## src/rtl/alu_ctrl_pkg.sv

```systemverilog
// alu_ctrl_pkg
// Shared definitions for the ALU control decoder and the EX-stage execution
// unit: 6-bit ALU control codes and the execution-unit FSM state encoding.
package alu_ctrl_pkg;

  localparam logic [5:0] ALU_ADD     = 6'b100000;
  localparam logic [5:0] ALU_SUB     = 6'b100010;
  localparam logic [5:0] ALU_AND     = 6'b100100;
  localparam logic [5:0] ALU_OR      = 6'b100101;
  localparam logic [5:0] ALU_NOR     = 6'b100111;
  localparam logic [5:0] ALU_XOR     = 6'b100110;
  localparam logic [5:0] ALU_MUL     = 6'b011000;
  localparam logic [5:0] ALU_SLL     = 6'b000000;
  localparam logic [5:0] ALU_SRL     = 6'b111111;
  localparam logic [5:0] ALU_SLT     = 6'b101010;
  localparam logic [5:0] ALU_JR      = 6'b001000;
  localparam logic [5:0] ALU_BEQ     = 6'b000100;
  localparam logic [5:0] ALU_BNE     = 6'b000101;
  localparam logic [5:0] ALU_BGTZ    = 6'b000111;
  localparam logic [5:0] ALU_BLEZ    = 6'b000110;
  localparam logic [5:0] ALU_REGIMM  = 6'b000001;  // BLTZ / BGEZ selected by rt[0]
  localparam logic [5:0] ALU_J       = 6'b000010;
  localparam logic [5:0] ALU_JAL     = 6'b000011;
  localparam logic [5:0] ALU_DEFAULT = 6'b010101;  // decoder's "no valid op" code

  typedef enum logic [1:0] {
    ST_IDLE     = 2'd0,
    ST_MUL_BUSY = 2'd1,
    ST_DONE     = 2'd2
  } exec_state_e;

endpackage

```

## src/rtl/alu_iter_mul.sv

```systemverilog
// alu_iter_mul
// Iterative shift-add multiplier, one multiplier bit per cycle, WIDTH cycles.
// Ports:
//   clk, rst  - clock, asynchronous active-high reset
//   start     - load a/b and begin (ignored semantics: always restarts)
//   a, b      - multiplicand, multiplier
//   busy      - iterations in progress
//   done      - one-cycle pulse; product is valid while done is high
//   product   - low WIDTH bits of a*b
module alu_iter_mul #(
  parameter int WIDTH = 32
) (
  input  logic             clk,
  input  logic             rst,
  input  logic             start,
  input  logic [WIDTH-1:0] a,
  input  logic [WIDTH-1:0] b,
  output logic             busy,
  output logic             done,
  output logic [WIDTH-1:0] product
);
  import alu_ctrl_pkg::*;

  localparam int CW = (WIDTH > 1) ? $clog2(WIDTH) : 1;

  logic [WIDTH-1:0] mcand_q, mcand_d;
  logic [WIDTH-1:0] mplier_q, mplier_d;
  logic [WIDTH-1:0] acc_q, acc_d;
  logic [CW-1:0]    cnt_q, cnt_d;
  logic             busy_q, busy_d;
  logic             done_q, done_d;

  always_comb begin
    mcand_d  = mcand_q;
    mplier_d = mplier_q;
    acc_d    = acc_q;
    cnt_d    = cnt_q;
    busy_d   = busy_q;
    done_d   = 1'b0;
    if (start) begin
      mcand_d  = a;
      mplier_d = b;
      acc_d    = '0;
      cnt_d    = CW'(WIDTH - 1);
      busy_d   = 1'b1;
    end else if (busy_q) begin
      if (mplier_q[0]) acc_d = acc_q + mcand_q;
      mcand_d  = mcand_q << 1;
      mplier_d = mplier_q >> 1;
      // The iteration at count zero is the last one; done flags it next cycle.
      if (cnt_q == '0) begin
        busy_d = 1'b0;
        done_d = 1'b1;
      end else begin
        cnt_d = cnt_q - 1'b1;
      end
    end
  end

  always_ff @(posedge clk or posedge rst) begin
    if (rst) begin
      mcand_q  <= '0;
      mplier_q <= '0;
      acc_q    <= '0;
      cnt_q    <= '0;
      busy_q   <= 1'b0;
      done_q   <= 1'b0;
    end else begin
      mcand_q  <= mcand_d;
      mplier_q <= mplier_d;
      acc_q    <= acc_d;
      cnt_q    <= cnt_d;
      busy_q   <= busy_d;
      done_q   <= done_d;
    end
  end

  assign busy    = busy_q;
  assign done    = done_q;
  assign product = acc_q;

endmodule

```

## src/rtl/alu_exec_unit.sv

```systemverilog
// alu_exec_unit
// EX-stage execution unit: valid/ready handshake around a single-cycle ALU
// datapath plus an iterative multiplier.
// Ports:
//   Clk, Reset          - clock, asynchronous active-high reset
//   InValid / InReady   - input handshake (ALUCtl, A, B, Shamt, RtSel)
//   OutValid / OutReady - output handshake (Result, Zero, BranchTaken, Illegal)
//   Result              - registered ALU result; A-B for branch codes
//   Zero                - Result == 0, registered alongside Result
//   BranchTaken         - branch condition for branch codes, else 0
//   Illegal             - code was not a listed operation
module alu_exec_unit #(
  parameter int WIDTH = 32
) (
  input  logic             Clk,
  input  logic             Reset,
  input  logic             InValid,
  output logic             InReady,
  input  logic [5:0]       ALUCtl,
  input  logic [WIDTH-1:0] A,
  input  logic [WIDTH-1:0] B,
  input  logic [4:0]       Shamt,
  input  logic             RtSel,
  output logic             OutValid,
  input  logic             OutReady,
  output logic [WIDTH-1:0] Result,
  output logic             Zero,
  output logic             BranchTaken,
  output logic             Illegal
);
  import alu_ctrl_pkg::*;

  exec_state_e      state_q, state_d;
  logic [WIDTH-1:0] result_q, result_d;
  logic             zero_q, zero_d;
  logic             branch_q, branch_d;
  logic             illegal_q, illegal_d;

  logic             accept;
  logic             is_mul;
  logic             mul_busy, mul_done;
  logic [WIDTH-1:0] mul_product;

  logic [WIDTH-1:0] alu_res;
  logic             alu_br;
  logic             alu_ill;
  logic [WIDTH-1:0] diff;
  logic             a_neg, a_zero;

  assign accept = InValid & InReady;
  assign is_mul = (ALUCtl == ALU_MUL);

  alu_iter_mul #(.WIDTH(WIDTH)) u_mul (
    .clk     (Clk),
    .rst     (Reset),
    .start   (accept & is_mul),
    .a       (A),
    .b       (B),
    .busy    (mul_busy),
    .done    (mul_done),
    .product (mul_product)
  );

  // Single-cycle datapath, evaluated straight from the presented operands.
  assign diff   = A - B;
  assign a_neg  = A[WIDTH-1];
  assign a_zero = (A == '0);

  always_comb begin
    alu_res = '0;
    alu_br  = 1'b0;
    alu_ill = 1'b0;
    case (ALUCtl)
      ALU_ADD:    alu_res = A + B;
      ALU_SUB:    alu_res = diff;
      ALU_AND:    alu_res = A & B;
      ALU_OR:     alu_res = A | B;
      ALU_NOR:    alu_res = ~(A | B);
      ALU_XOR:    alu_res = A ^ B;
      ALU_MUL:    alu_res = '0;
      ALU_SLL:    alu_res = B << Shamt;
      ALU_SRL:    alu_res = B >> Shamt;
      ALU_SLT:    alu_res = {{(WIDTH-1){1'b0}}, ($signed(A) < $signed(B))};
      ALU_JR:     alu_res = A;
      ALU_BEQ:    begin alu_res = diff; alu_br = (A == B);           end
      ALU_BNE:    begin alu_res = diff; alu_br = (A != B);           end
      ALU_BGTZ:   begin alu_res = diff; alu_br = !a_neg && !a_zero;  end
      ALU_BLEZ:   begin alu_res = diff; alu_br = a_neg || a_zero;    end
      ALU_REGIMM: begin alu_res = diff; alu_br = RtSel ? !a_neg : a_neg; end
      ALU_J, ALU_JAL: alu_res = '0;
      default:    alu_ill = 1'b1;
    endcase
  end

  // Handshake FSM: state register
  always_ff @(posedge Clk or posedge Reset) begin
    if (Reset) state_q <= ST_IDLE;
    else       state_q <= state_d;
  end

  // Handshake FSM: next state
  always_comb begin
    state_d = state_q;
    case (state_q)
      ST_IDLE: begin
        if (accept) state_d = is_mul ? ST_MUL_BUSY : ST_DONE;
      end
      ST_MUL_BUSY: begin
        if (mul_done && !mul_busy) state_d = ST_DONE;
      end
      ST_DONE: begin
        if (OutReady) begin
          if (InValid) state_d = is_mul ? ST_MUL_BUSY : ST_DONE;
          else         state_d = ST_IDLE;
        end
      end
      default: state_d = ST_IDLE;
    endcase
  end

  // Handshake FSM: outputs
  always_comb begin
    InReady  = (state_q == ST_IDLE) || ((state_q == ST_DONE) && OutReady);
    OutValid = (state_q == ST_DONE);
  end

  // Result registers only change when a result is produced, so they stay
  // stable through backpressure and through the multiply iterations.
  always_comb begin
    result_d  = result_q;
    zero_d    = zero_q;
    branch_d  = branch_q;
    illegal_d = illegal_q;
    if (accept && !is_mul) begin
      result_d  = alu_res;
      zero_d    = (alu_res == '0);
      branch_d  = alu_br;
      illegal_d = alu_ill;
    end else if ((state_q == ST_MUL_BUSY) && mul_done) begin
      result_d  = mul_product;
      zero_d    = (mul_product == '0);
      branch_d  = 1'b0;
      illegal_d = 1'b0;
    end
  end

  always_ff @(posedge Clk or posedge Reset) begin
    if (Reset) begin
      result_q  <= '0;
      zero_q    <= 1'b0;
      branch_q  <= 1'b0;
      illegal_q <= 1'b0;
    end else begin
      result_q  <= result_d;
      zero_q    <= zero_d;
      branch_q  <= branch_d;
      illegal_q <= illegal_d;
    end
  end

  assign Result      = result_q;
  assign Zero        = zero_q;
  assign BranchTaken = branch_q;
  assign Illegal     = illegal_q;

endmodule

```

## config.mk

```make
export PLATFORM = sky130hd
export DESIGN_NAME = alu_exec_unit
export DESIGN_NICKNAME = d
export VERILOG_FILES = /design/src/rtl/alu_ctrl_pkg.sv /design/src/rtl/alu_iter_mul.sv /design/src/rtl/alu_exec_unit.sv
export SDC_FILE = /design/constraint.sdc
export NUM_CORES = 1
export LEC_CHECK = 0
export BUFFER_PORTS_ARGS = -buffer_cell sky130_fd_sc_hd__buf_2
export CAP_MARGIN = 20
export CELL_PAD_IN_SITES_DETAIL_PLACEMENT = 2
export CELL_PAD_IN_SITES_GLOBAL_PLACEMENT = 2
export CORE_UTILIZATION = 25
export DETAILED_ROUTE_END_ITERATION = 8
export HOLD_SLACK_MARGIN = 0.02
export PLACE_DENSITY = 0.67
export SYNTH_ARGS = -nofsm -noshare
export SYNTH_HDL_FRONTEND = slang
export SYNTH_SLANG_ARGS = --single-unit
```

## constraint.sdc

```tcl
create_clock -name Clk -period 6.87 [get_ports Clk]
set_input_delay 2.061 -clock Clk [delete_from_list [all_inputs] [get_ports Clk]]
set_output_delay 2.061 -clock Clk [all_outputs]
set_load 0.02 [all_outputs]
```

==> flow_metrics.py, run 1 <==
metrics = {
    "floorplanning": {
        "rows": 98,
        "io_pins": 117,
        "dieArea_sq_um": 73100,
        "core_sq_um": 71400,
        "die_height_um": 270,
        "initial_core_util": 0.252,
        "die_x_um": 270,
    },
    "grt": {
        "overflow": 0,
        "grt_max_degree": 100,
        "grt_pass1_wl_um": 152000,
        "antenna_found_initial": 2,
        "grt_usage": 0.285,
        "grt_pass1_vias": 20500,
    },
    "cts": {
        "clkSinkCount": 140,
        "root_buffer": "clkbuf_16",
        "cts_resized": 0,
        "cts_tree": "done",
        "cts_setup_buffers": 0,
        "holdBufCountCts": 0,
        "clk_pin_slew_ns": 0.06,
        "clockBufferDepth": 2,
        "numCtsBuffers": 17,
        "htreeDepth": 4,
        "clock_latency_ns": 0.49,
    },
    "setup_path": {
        "reg2reg_to": "u_mul.product[30]$_DFFE_PP0P_",
        "ff2ff_setup_slack_ns": 2.77,
        "crit_family": "compound AO/OA/AOI/OAI gates",
        "cpPeakStageDelay_ns": 0.63,
        "crit_top_cell": "a21oi_1",
        "endpoint_kind": "flop",
        "critPathArrivalTime_ns": 6.66,
        "crit_type": "in2reg",
        "reg2reg_depth": 13,
        "startpoint_type": "input pin",
        "r2r-start": "u_mul.product[1]$_DFFE_PP0P_",
        "crit_required_ns": 7.27,
        "slowest_stage": "a221oi_1",
        "crit_buf_inv": 3,
        "critPathMaxFanout": 11,
        "crit_chain": "buf_2, inv_1, ha_1, a21oi_1, a2111oi_1, buf_4, o31ai_1, a21oi_1, o221ai_1, a211o_1, mux2i_1, a221oi_1, nand4_1, nor3_2, a32o_1",
    },
    "layout": {
        "drive_gt1_frac": 0.158,
        "num_antenna_cells": 0,
        "final_area_sq_um": 20400,
        "fill_cells": 8278,
        "fin_nets": 2544,
        "synthToLayoutAreaGrowth_pct": 13.3,
    },
    "detailed_routing": {
        "drc": 0,
        "drtIter0Drc": 2049,
        "drtAntennaViolNets": 0,
        "drt_pass1_iterations": 9,
        "viasPerCell": 6.06,
        "wl_per_cell_um": 32.4,
        "wirelength_um": 106000,
        "vias": 19900,
    },
    "sta": {
        "setup_viol": 0,
        "fin_ws_ns": 0.613,
        "tightest_slew_ns": 1.02,
        "fin_crit_ns": 6.26,
        "grt_setup_unrepaired": "no",
        "finClkSkew_ns": 0.0189,
        "max_slew_margin": 0.321,
        "slew_viol_final": 0,
        "fmax_mhz": 160,
        "period_share": 0.911,
        "finalSetupTns_ns": 0,
        "holdWs_ns": 0.516,
        "final_hold_viol_count": 0,
    },
    "synthesis": {
        "synth_edf_count": 0,
        "yosys_warnings": 0,
        "synth_seq_cells": 140,
        "synth_seq_area_share": 0.194,
        "synth_flop_cell": "dfrtp_1",
        "async_flop_share": 1.00,
        "syn_area_sq_um": 18000,
        "synthCells": 2268,
        "synth_nets": 2489,
        "avgSynthCellArea_sq_um": 7.94,
        "ys_types": 102,
    },
    "hold_path": {
        "holdPathEnd": "Result[8]$_DFFE_PP0P_",
        "hp-class": "reg2reg",
        "hp-start": "Result[8]$_DFFE_PP0P_",
        "worstHoldPathCells": 2,
    },
    "placed_design": {
        "dpl.hpwl_um": 83400,
        "gp_congestion": 1.03,
        "place_area_sq_um": 19800,
        "numPortBuffers": 116,
        "dp_slack_ns": 0.270,
    },
    "status": {
        "status": "completed",
    },
    "pwr": {
        "power_density_nw_per_um2": 239,
        "leakagePower_nw": 8.99,
        "power_mw": 4.87,
        "peakVddDrop_uv": 194,
    },
    "run": {
        "maxCapViolCount": 0,
    },
}
## state kept, by name (all words and copies together), names as in the netlist, 2 cells and up
name and cells:
u_mul.mcand_q 32, u_mul.mplier_q 32, u_mul.cnt_q 5, state_q 2, u_mul.product 32, Result 32
## layout make-up
type	instances	area (sq um)	area share
clock buffers	19	443	0.0217
repair buffers	215	1370	0.0671
clock inverters	13	129	0.00632
inverters	122	463	0.0227
flip-flops and latches	140	3510	0.172
multi-input cells	1827	13300	0.652
well taps	950	1190	0.0582
## report_power, final
part	switching, mW	internal [mW]
registers	0.343	1.10
logic	1.52	0.957
clock network	0.439	0.514
total	2.30	2.57
## layout by cell type (no fill, tap or decap), types with 12 or more instances in the layout
master | synthesis | layout
nor2_1 | 215 | 212
dfrtp_1 | 140 | 139
mux2_2 | 32 | 32
nand2b_1 | 20 | 20
xnor2_1 | 45 | 45
o21ai_0 | 111 | 111
nor2b_1 | 23 | 23
o22ai_1 | 16 | 16
a221oi_1 | 12 | 12
nor3_1 | 40 | 40
a21o_1 | 32 | 32
a211o_1 | 18 | 18
a211oi_1 | 37 | 37
o21bai_1 | 16 | 16
a22oi_1 | 22 | 22
o211ai_1 | 36 | 36
mux2i_1 | 143 | 143
clkbuf_16 | 0 | 17
o221ai_1 | 17 | 17
a21oi_1 | 213 | 213
nand3_1 | 44 | 43
and3_1 | 18 | 18
mux4_2 | 43 | 43
xor2_1 | 24 | 24
nor4_1 | 31 | 30
inv_1 | 120 | 119
o31ai_1 | 18 | 18
buf_2 | 46 | 113
a31oi_1 | 21 | 21
nand4_1 | 21 | 21
ha_1 | 138 | 138
buf_4 | 7 | 97
nand2_1 | 200 | 200
## worst min-delay path, stage by stage, from the launching register on
cell and delay (ns):
dfrtp_1 0.36, a22oi_1 0.07, nand2_1 0.06
## per-layer routing
| layer | global-route usage | routed length [um] | share of wire | vias to the layer above |
|---|---|---|---|---|
| li1 | - | - | - | 8523 |
| met1 | 0.395 | 48300 | 0.45 | 10400 |
| met2 | 0.445 | 47500 | 0.45 | 838 |
| met3 | 0.0413 | 6790 | 0.064 | 148 |
| met4 | 0.102 | 3700 | 0.035 | 2 |
| met5 | 0 | 8 | 0.000075 | - |
## synth_stat cells (9+ instances only)
library cell / instances / area share
ha_1: 138 / 0.096
mux4_2: 43 / 0.054
a32oi_1: 11 / 0.0053
a221o_1: 11 / 0.0061
inv_1: 120 / 0.025
a21oi_1: 213 / 0.059
o22ai_1: 16 / 0.0056
nor4_1: 31 / 0.011
o21ai_0: 111 / 0.031
a22oi_1: 22 / 0.0092
mux2i_1: 143 / 0.079
xor2_1: 24 / 0.012
nand2_1: 200 / 0.042
nor3_1: 40 / 0.011
nor2_1: 215 / 0.045
or3_1: 10 / 0.0035
nand2b_1: 20 / 0.0069
o221ai_1: 17 / 0.0083
a31oi_1: 21 / 0.0073
a211o_1: 18 / 0.0088
a211oi_1: 37 / 0.015
o211ai_1: 36 / 0.015
a21o_1: 32 / 0.013
nand4_1: 21 / 0.0073
o2111ai_1: 9 / 0.0044
o31ai_1: 18 / 0.0075
clkbuf_1: 114 / 0.024
mux2_2: 32 / 0.020
and3_1: 18 / 0.0063
or2_2: 10 / 0.0035
a2111oi_0: 11 / 0.0053
buf_2: 46 / 0.013
dfrtp_1: 140 / 0.19
nor2b_1: 23 / 0.0080
and2_1: 9 / 0.0031
nand3_1: 44 / 0.012
a221oi_1: 12 / 0.0058
xnor2_1: 45 / 0.022
o21bai_1: 16 / 0.0067
## how the worst max path moves through the flow
| stage | cells after the start | slack, ns | from | end |
|---|---|---|---|---|
| floorplan | 1 | 1.06 | Reset | BranchTaken$_DFFE_PP0P_ |
| global placement | 14 | 0.35 | Shamt[1] | Zero$_DFFE_PP0P_ |
| detailed placement | 14 | 0.27 | Shamt[1] | Zero$_DFFE_PP0P_ |
| CTS | 14 | 0.74 | Shamt[1] | Zero$_DFFE_PP0P_ |
| global route | 15 | 0.63 | B[7] | Zero$_DFFE_PP0P_ |
| finish | 15 | 0.61 | B[3] | Zero$_DFFE_PP0P_ |
## logic make-up (layout without fill, tap and decap cells)
family,count (synthesis),count (layout),synth area share
simple gates,673,673,0.174
compound gates,723,723,0.274
fa+ha+maj,141,141,0.0992
mux,221,221,0.156
xor+xnor,69,69,0.0336
buf+inv,301,369,0.0690
flops,140,140,0.194
## per-stage QoR
step,utilization,instances
finish,0.286,3286
global route,0.286,3286
CTS,0.286,3285
detailed placement,0.278,3253
global placement,0.278,3251
floorplan,-,2268
Note: power is estimated with default switching activity, not from simulation.
==> run 2, diff against run 1 <==
--- a/config.mk
+++ b/config.mk
@@ -9,10 +9,11 @@
 export CAP_MARGIN = 20
 export CELL_PAD_IN_SITES_DETAIL_PLACEMENT = 2
 export CELL_PAD_IN_SITES_GLOBAL_PLACEMENT = 2
-export CORE_UTILIZATION = 25
+export CORE_UTILIZATION = 38
 export DETAILED_ROUTE_END_ITERATION = 8
 export HOLD_SLACK_MARGIN = 0.02
-export PLACE_DENSITY = 0.67
+export PLACE_DENSITY = 0.92
 export SYNTH_ARGS = -nofsm -noshare
 export SYNTH_HDL_FRONTEND = slang
+export SYNTH_HIERARCHICAL = 1
 export SYNTH_SLANG_ARGS = --single-unit
==> flow_metrics.py, run 2 <==
metrics = {
    "pwr": {
        "leakagePower_nw": 8.79,
        "p_clk_frac": 0.209,
        "power_frac_comb": 0.502,
        "power_frac_seq": 0.289,
        "power_density_nw_per_um2": 241,
        "power.switching_mw": 2.36,
        "peakVddDrop_uv": 213,
        "internal_power_mw": 2.48,
        "swShare": 0.487,
    },
    "synthesis": {
        "synthCells": 2309,
        "synth_edf_count": 0,
        "synth_seq_area_share": 0.193,
        "yosys_warnings": 6,
        "synth_flop_cell": "dfrtp_1",
        "synth_top_cell_by_area": "dfrtp_1",
        "syn_area_sq_um": 18200,
        "synth_nets": 2530,
        "synth_top_area_frac": 0.193,
        "async_flop_share": 1.00,
        "avgSynthCellArea_sq_um": 7.86,
        "synth_seq_cells": 140,
        "synth_common_cells": "nand2_1, nor2_1, a21oi_1",
        "ys_types": 102,
        "synthTopCellsByArea": "dfrtp_1, ha_1, mux2i_1, mux4_2, nand2_1",
        "synth.most_common_cell": "nand2_1",
    },
    "detailed_routing": {
        "highest_layer": "met4",
        "vias": 20800,
        "wl_met2_um": 46800,
        "drt_pass1_iterations": 8,
        "wirelength_um": 102000,
        "drtIter0Drc": 2189,
        "wl_per_cell_um": 34.3,
        "met3_length_um": 7890,
        "drc": 9,
        "drt-met1-wl_um": 41100,
        "drtAntennaViolNets": 0,
        "viasPerCell": 6.96,
    },
    "placed_design": {
        "place_area_sq_um": 19500,
        "numPortBuffers": 116,
        "dpl.hpwl_um": 78900,
        "gp_congestion": 1.07,
    },
    "sta": {
        "final_hold_viol_count": 0,
        "fin_crit_ns": 6.08,
        "finClkSkew_ns": 0.0145,
        "finalSetupTns_ns": 0,
        "setup_viol": 0,
        "grt_setup_unrepaired": "no",
        "max_slew_margin": 0.194,
        "slew_viol_final": 0,
        "period_share": 0.885,
        "fmax_mhz": 164,
        "tightest_slew_ns": 1.19,
    },
    "layout": {
        "layout.cells.most_common": "nand2_1",
        "multiInputGateArea_sq_um": 13500,
        "final_area_sq_um": 20100,
        "seqCellArea_sq_um": 3510,
        "utilization": 0.428,
        "final_cell_mix": "nand2_1, nor2_1, a21oi_1",
        "synthToLayoutAreaGrowth_pct": 10.6,
        "drive_gt1_frac": 0.149,
        "fin_nets": 2587,
        "fill_cells": 5330,
        "num_antenna_cells": 0,
    },
    "floorplanning": {
        "die_x_um": 221,
        "initial_core_util": 0.387,
        "die_height_um": 221,
        "core_sq_um": 46900,
        "io_pins": 117,
        "dieArea_sq_um": 48700,
        "rows": 79,
    },
    "status": {
        "violations": "design-rule violations",
        "status": "complete, but fails checks",
    },
    "setup_path": {
        "critPathArrivalTime_ns": 6.51,
        "startpoint_type": "input pin",
        "crit_required_ns": 7.30,
        "endpoint_kind": "flop",
        "crit_type": "in2reg",
        "critPathMaxFanout": 12,
    },
    "cts": {
        "clkSinkCount": 140,
        "numCtsBuffers": 17,
        "cts_setup_buffers": 0,
        "htreeDepth": 4,
        "clockBufferDepth": 2,
        "root_buffer": "clkbuf_16",
        "clock_latency_ns": 0.51,
        "cts_tree": "done",
        "cts_resized": 0,
        "holdBufCountCts": 0,
        "clk_pin_slew_ns": 0.07,
    },
    "grt": {
        "grt_max_degree": 161,
        "grt_pass1_vias": 21700,
        "overflow": 0,
        "grt_usage": 0.420,
        "antenna_found_initial": 4,
        "grt_pass1_wl_um": 148000,
    },
    "run": {
        "maxCapViolCount": 0,
    },
    "hold_path": {
        "hp-class": "reg2reg",
    },
}
==> run 2: cell types whose count changed after synthesis, moves of 12 or more <==
cell | before | now
mux2i_1 | 143 | 119
o21ai_0 | 111 | 171
nand2_1 | 200 | 271
a21oi_1 | 213 | 174
clkbuf_1 | 114 | 93
a22oi_1 | 22 | 34
a211oi_1 | 37 | 51
nor2_1 | 215 | 180
==> run 2: worst max-delay path: stages <==
cell	delay (ns)
buf_2	0.31
inv_1	0.12
ha_1	0.61
nor2b_1	0.08
o21ai_0	0.38
a21oi_1	0.16
or3b_1	0.48
a211o_1	0.40
a31oi_2	0.34
o221ai_1	0.22
a2111oi_2	0.62
nand4_1	0.15
or4_1	0.43
o21ai_1	0.13
==> run 2: power by group through the flow <==
stage                     Sequential (mW)  Combinational (mW)  Clock (mW)
after floorplan                      1.28                1.58           0
after global placement               1.37                2.16           0
after detailed placement             1.40                2.33           0
after CTS                            1.39                2.37        1.03
after global routing                 1.42                2.58        1.05
final                                1.40                2.43        1.01
==> run 2: layout make-up <==
| class | count | share of cell area |
|---|---|---|
| multi-input combinational | 1888 | 0.672 |
| sequential | 140 | 0.175 |
| clock inverter | 15 | 0.00842 |
| timing repair buffer | 205 | 0.0645 |
| inverter | 114 | 0.0214 |
| clock buffer | 17 | 0.0212 |
| tap | 607 | 0.0378 |
==> run 2: path summary, 6_finish.rpt <==
check / slack (ns) / startpoint / to / depth (start not counted)
max reg2reg: 2.94 / state_q[1]$_DFFE_PP0P_ / Zero$_DFFE_PP0P_ / 12
min reg2reg: 0.54 / u_mul/cnt_q[4]$_DFFE_PP0P_ / u_mul/cnt_q[4]$_DFFE_PP0P_ / 2
max in group asynchronous: 3.85 / Reset / u_mul/mcand_q[9]$_DFFE_PP0P_ / 3
min: 0.54 / u_mul/cnt_q[4]$_DFFE_PP0P_ / u_mul/cnt_q[4]$_DFFE_PP0P_ / 2
min in group asynchronous: 1.71 / Reset / u_mul/mcand_q[30]$_DFFE_PP0P_ / 2
max: 0.79 / B[6] / Zero$_DFFE_PP0P_ / 14
==> run 2: metal layers <==
metal  track usage  vias up
li1              -     8697
met1         0.524    10700
met2         0.675     1115
met3        0.0811      304
met4         0.245        0
met5             0        -
==> run 2: cell families (layout without fill, tap and decap cells) <==
family          Yosys count  in the layout  synth area share
compound gates          740            740             0.275
xor+xnor                 71             71            0.0343
fa+ha+maj               141            141            0.0984
buf+inv                 281            351            0.0651
flops                   140            140             0.193
mux                     193            193             0.143
simple gates            743            743             0.191
==> run 2: through the flow <==
| stage | instances | hold slack (ns) | worst slack [ns] | power [mW] |
|---|---|---|---|---|
| 6_report | 2986 | 0.541 | 0.789 | 4.84 |
| 3_5_place_dp | 2954 | 0.510 | 0.440 | 3.73 |
| 3_3_place_gp | 2954 | 0.507 | 0.539 | 3.54 |
| 4_1_cts | 2986 | 0.554 | 0.953 | 4.79 |
| 5_1_grt | 2986 | 0.594 | 0.674 | 5.05 |
| 2_1_floorplan | 2309 | 0.481 | 1.50 | 2.86 |
